File: src/rtl/piso_pkg.sv
// Shared types and helpers for the piso_tx serializer.
// Holds the FSM state encoding, the idle line level and a width helper.
package piso_pkg;

    typedef enum logic [1:0] {
        IDLE,
        SHIFT,
        PARITY,
        DONE
    } state_t;

    localparam logic LINE_IDLE = 1'b0;

    // Bits needed to hold values 0..n-1, never less than one.
    function automatic int clog2(input int n);
        int r;
        int v;
        r = 0;
        v = n - 1;
        while (v > 0) begin
            r++;
            v = v >> 1;
        end
        return (r < 1) ? 1 : r;
    endfunction

endpackage

File: src/rtl/piso_tx_bit_timer.sv
// Bit-period divider: strobes bit_end on the last of every DIV cycles.
// Cleared on word acceptance; idles at zero while disabled.
module piso_bit_timer
    import piso_pkg::*;
#(
    parameter int DIV = 1
) (
    input  logic clk,
    input  logic rst,
    input  logic clr,
    input  logic en,
    output logic bit_end
);

    localparam int CW = clog2(DIV + 1);
    localparam logic [CW-1:0] LAST = CW'(DIV - 1);

    logic [CW-1:0] cnt;

    assign bit_end = en && !clr && (cnt == LAST);

    always_ff @(posedge clk or posedge rst) begin
        if (rst) begin
            cnt <= '0;
        end else if (clr || !en || bit_end) begin
            cnt <= '0;
        end else begin
            cnt <= cnt + CW'(1);
        end
    end

endmodule

File: src/rtl/piso_tx.sv
// Parallel-in serial-out transmitter with valid/ready load handshake.
// Define PISO_TX_PARITY_EN to append an even-parity bit after the data.
module piso_tx
    import piso_pkg::*;
#(
    parameter int WIDTH     = 4,
    parameter int DIV       = 1,
    parameter int MSB_FIRST = 1
) (
    input  logic             in_clk,
    input  logic             in_rst,
    input  logic [WIDTH-1:0] in_l,
    input  logic             in_valid,
    output logic             o_ready,
    output logic             o_sd,
    output logic             o_frame,
    output logic             o_done
);

    localparam int BW = clog2(WIDTH + 1);
    localparam logic [BW-1:0] LAST_BIT = BW'(WIDTH - 1);

    state_t           state;
    logic [WIDTH-1:0] sreg;
    logic [WIDTH-1:0] sreg_nxt;
    logic [BW-1:0]    bit_cnt;
    logic             accept;
    logic             timer_en;
    logic             bit_end;
`ifdef PISO_TX_PARITY_EN
    logic             par;
`endif

    function automatic logic head(input logic [WIDTH-1:0] v);
        return (MSB_FIRST != 0) ? v[WIDTH-1] : v[0];
    endfunction

    assign accept = o_ready && in_valid;

`ifdef PISO_TX_PARITY_EN
    assign timer_en = (state == SHIFT) || (state == PARITY);
`else
    assign timer_en = (state == SHIFT);
`endif

    always_comb begin
        if (MSB_FIRST != 0) begin
            sreg_nxt = {sreg[WIDTH-2:0], LINE_IDLE};
        end else begin
            sreg_nxt = {LINE_IDLE, sreg[WIDTH-1:1]};
        end
    end

    piso_bit_timer #(
        .DIV(DIV)
    ) u_timer (
        .clk    (in_clk),
        .rst    (in_rst),
        .clr    (accept),
        .en     (timer_en),
        .bit_end(bit_end)
    );

    always_ff @(posedge in_clk or posedge in_rst) begin
        if (in_rst) begin
            state   <= IDLE;
            sreg    <= '0;
            bit_cnt <= '0;
            o_ready <= 1'b1;
            o_sd    <= LINE_IDLE;
            o_frame <= 1'b0;
            o_done  <= 1'b0;
`ifdef PISO_TX_PARITY_EN
            par     <= 1'b0;
`endif
        end else begin
            o_done <= 1'b0;
            unique case (state)
                IDLE, DONE: begin
                    if (accept) begin
                        state   <= SHIFT;
                        sreg    <= in_l;
                        bit_cnt <= '0;
                        o_ready <= 1'b0;
                        o_sd    <= head(in_l);
                        o_frame <= 1'b1;
`ifdef PISO_TX_PARITY_EN
                        par     <= ^in_l;
`endif
                    end else begin
                        state   <= IDLE;
                        o_ready <= 1'b1;
                        o_sd    <= LINE_IDLE;
                        o_frame <= 1'b0;
                    end
                end
                SHIFT: begin
                    if (bit_end) begin
                        if (bit_cnt == LAST_BIT) begin
`ifdef PISO_TX_PARITY_EN
                            state   <= PARITY;
                            o_sd    <= par;
`else
                            state   <= DONE;
                            o_done  <= 1'b1;
                            o_frame <= 1'b0;
                            o_sd    <= LINE_IDLE;
                            o_ready <= 1'b1;
`endif
                        end else begin
                            sreg    <= sreg_nxt;
                            bit_cnt <= bit_cnt + BW'(1);
                            o_sd    <= head(sreg_nxt);
                        end
                    end
                end
`ifdef PISO_TX_PARITY_EN
                PARITY: begin
                    if (bit_end) begin
                        state   <= DONE;
                        o_done  <= 1'b1;
                        o_frame <= 1'b0;
                        o_sd    <= LINE_IDLE;
                        o_ready <= 1'b1;
                    end
                end
`endif
                default: begin
                    state   <= IDLE;
                    o_ready <= 1'b1;
                    o_sd    <= LINE_IDLE;
                    o_frame <= 1'b0;
                end
            endcase
        end
    end

endmodule

File: config.mk
export PLATFORM = sky130hd
export DESIGN_NAME = piso_tx
export DESIGN_NICKNAME = d
export VERILOG_FILES = /design/src/rtl/piso_pkg.sv /design/src/rtl/piso_tx_bit_timer.sv /design/src/rtl/piso_tx.sv
export SDC_FILE = /design/constraint.sdc
export NUM_CORES = 1
export LEC_CHECK = 0
export ABC_AREA = 1
export BUFFER_PORTS_ARGS = -buffer_cell sky130_fd_sc_hd__buf_4
export CAP_MARGIN = 20
export CORE_MARGIN = 8
export CORE_UTILIZATION = 47
export DETAILED_ROUTE_END_ITERATION = 10
export GPL_TIMING_DRIVEN = 0
export PLACE_DENSITY = 0.71
export SETUP_SLACK_MARGIN = 0.5
export SLEW_MARGIN = 0
export SYNTH_ARGS = -nofsm -noshare
export SYNTH_HDL_FRONTEND = slang
export SYNTH_SLANG_ARGS = --single-unit
export TNS_END_PERCENT = 10
File: constraint.sdc
create_clock -name in_clk -period 1.4 [get_ports in_clk]
set_input_delay 0.14 -clock in_clk [delete_from_list [all_inputs] [get_ports in_clk]]
set_output_delay 0.14 -clock in_clk [all_outputs]
set_load 0.03 [all_outputs]
==> impl_metrics.py <==
metrics = {
    "status": {
        "outcome": "finished clean",
    },
    "route": {
        "vias": 651,
        "drc_errors": 0,
        "drt_iter0_drc": 18,
        "drt.antenna.violating_nets": 0,
        "viasPerCell": 5.17,
        "wl_per_cell_um": 12.5,
        "dr.pass1.iters": 4,
        "wirelength_um": 1580,
    },
    "floorplanning": {
        "start_util_pct": 48.3,
        "core_area_mm2": 0.00144,
        "dieArea_mm2": 0.00296,
        "die_w_um": 54.4,
        "io_pins": 11,
        "die_h_um": 54.4,
        "rows": 14,
    },
    "sta": {
        "setup_tns_ns": 0,
        "fin_crit_ns": 1.39,
        "skew_ns": 0.00398,
        "rsz0062_at_grt": "true",
        "hold-worst-slack_ns": 0.0980,
        "fmax_mhz": 717,
        "timing.final.ws_setup_ns": 0.00511,
        "slew_viol_final": 0,
        "finalCritPeriodShare_pct": 99.6,
        "setup_viol": 0,
        "finalHoldViolCount": 0,
    },
    "layout": {
        "fill_cells": 124,
        "nNetsFinal": 123,
        "area_delta_synth_final_pct": 39.3,
        "layout-drive-gt1-share_pct": 32.7,
        "utilization_pct": 67.3,
        "n_antenna_cell": 0,
        "layout.cells.most_common": "nand2_1",
        "layout_common_cells": "nand2_1 (29), nand3_1 (14), dfrtp_1 (12), buf_4 (10), inv_1 (9)",
    },
    "global_route": {
        "grt_pass1_vias": 648,
        "grt_usage_pct": 12.1,
        "grt_max_degree": 14,
        "grt_antenna_before_repair": 0,
        "grt_pass1_wl_um": 2680,
        "overflow": 0,
    },
    "yosys": {
        "yosysSeqAreaShare_pct": 47.0,
        "syn_nets": 100,
        "ys_warn_count": 0,
        "yosys_register_bits": 13,
        "yosys.cell_types.count": 14,
        "synth_area_um2": 694,
        "syn_inst": 88,
        "syn_avg_cell_area_um2": 7.89,
    },
    "clock_network": {
        "clockBufferDepth": 2,
        "insertion_delay_ns": 0.28,
        "clock-sinks": 13,
        "cts_root_buf": "clkbuf_4",
        "clk_pin_slew_ns": 0.08,
        "h-tree-depth": 1,
        "cts_made_buffers": 3,
        "cts_tree": "done",
    },
    "pwr": {
        "power_density_mw_per_mm2": 2140,
        "irDropWorstVdd_uv": 1220,
        "power_uw": 2070,
        "p_leak_uw": 0.000523,
    },
    "place": {
        "gp_congestion": 0.739,
        "portBuffers": 10,
        "hpwl_um": 1030,
        "dp_slack_ns": -0.0587,
    },
    "critical_path": {
        "end_kind": "register",
        "path_max_fanout": 6,
        "crit_required_ns": 1.58,
        "critPathLaunchType": "register",
        "worst-setup-path-type": "reg -> reg",
        "crit_arrival_ns": 1.57,
    },
    "hold_path": {
        "hold_path.class": "in -> reg",
    },
    "flow_run": {
        "cap_violations": 0,
    },
}
## final timing paths
kind	slack, ns	depth (start not counted)	from	end
worst max-delay path	0.005	8	bit_cnt[1]$_DFFE_PP0P_	sreg[2]$_DFFE_PP0P_
worst min-delay path	0.1	3	in_l[0]	sreg[0]$_DFFE_PP0P_
worst max register to register	0.005	8	bit_cnt[1]$_DFFE_PP0P_	sreg[2]$_DFFE_PP0P_
worst min register to register	0.48	2	sreg[2]$_DFFE_PP0P_	sreg[2]$_DFFE_PP0P_
max in group asynchronous	0.77	3	in_rst	o_ready$_DFFE_PP1P_
min in group asynchronous	0.36	3	in_rst	u_timer.cnt$_DFF_PP0_
## metrics by stage
stage	instances	instance area (um^2)
2_1_floorplan	88	714
3_3_place_gp	114	810
3_5_place_dp	114	810
4_1_cts	126	943
5_1_grt	126	967
6_report	126	967
## timing repair
item                                    CTS  global route
endpoints found under the setup margin   16            29
hold buffers                              1             0
pin swaps                                 9             6
setup buffers                             7             0
endpoints found under the hold margin    12             0
resized for setup                         9             8
## cell usage after synthesis
master | n | area (um^2)
conb_1 | 1 | 3.75
nor2_1 | 2 | 7.51
nand3b_1 | 1 | 7.51
ha_1 | 5 | 62.6
nand3_1 | 14 | 70.1
nand2_1 | 33 | 124
buf_2 | 1 | 5.00
nand4_1 | 2 | 12.5
a21oi_1 | 2 | 10.0
inv_1 | 11 | 41.3
nand2_2 | 2 | 12.5
nor2_4 | 1 | 11.3
dfrtp_1 | 12 | 300
dfstp_2 | 1 | 26.3
## cell families (layout without fill, tap and decap cells)
logic type | after synthesis | count (layout) | synth area share (%)
buf+inv | 12 | 34 | 6.67
simple gates | 55 | 55 | 35.3
flops | 13 | 13 | 47.0
compound gates | 2 | 2 | 1.44
fa+ha+maj | 5 | 5 | 9.01
other cells | 1 | 1 | 0.540
## metal layers
layer  track usage (%)  part of all wire [%]  vias to the layer above
li1                  -                     -                      321
met1              14.3                    44                      308
met2              21.0                    49                       18
met3              2.45                   5.1                        4
met4              4.92                   1.3                        0
met5                 0                     0                        -
## flip-flops by register name, summed over array words and instances (netlist names)
signal       flops
o_sd             1
o_ready          1
o_frame          1
bit_cnt          3
u_timer.cnt      1
o_done           1
state            2
sreg             3
## report_power, final
part	switching, uW	total [uW]	internal [uW]	leakage [uW]
Combinational	666	1210	541	0.000342
Clock	126	237	111	0.0000150
Sequential	103	622	519	0.000167
## worst max-delay path, stage by stage, from the launching register on
cell and delay, ns:
dfrtp_1 0.40, ha_2 0.20, ha_4 0.17, nand2_2 0.06
nand2_2 0.06, nor2_4 0.17, nand2_4 0.11, nand2_1 0.08
nand2_1 0.04
## cell type report
class / count / area (um^2) / area share, %
inverters: 11 / 45.0 / 4.66
well taps: 16 / 20.0 / 2.07
flip-flops and latches: 13 / 327 / 33.8
plain buffers: 1 / 5.00 / 0.517
repair buffers: 18 / 164 / 16.9
multi-input cells: 63 / 380 / 39.3
clock buffers: 4 / 26.3 / 2.72
Note: power is estimated with default switching activity, not from simulation.
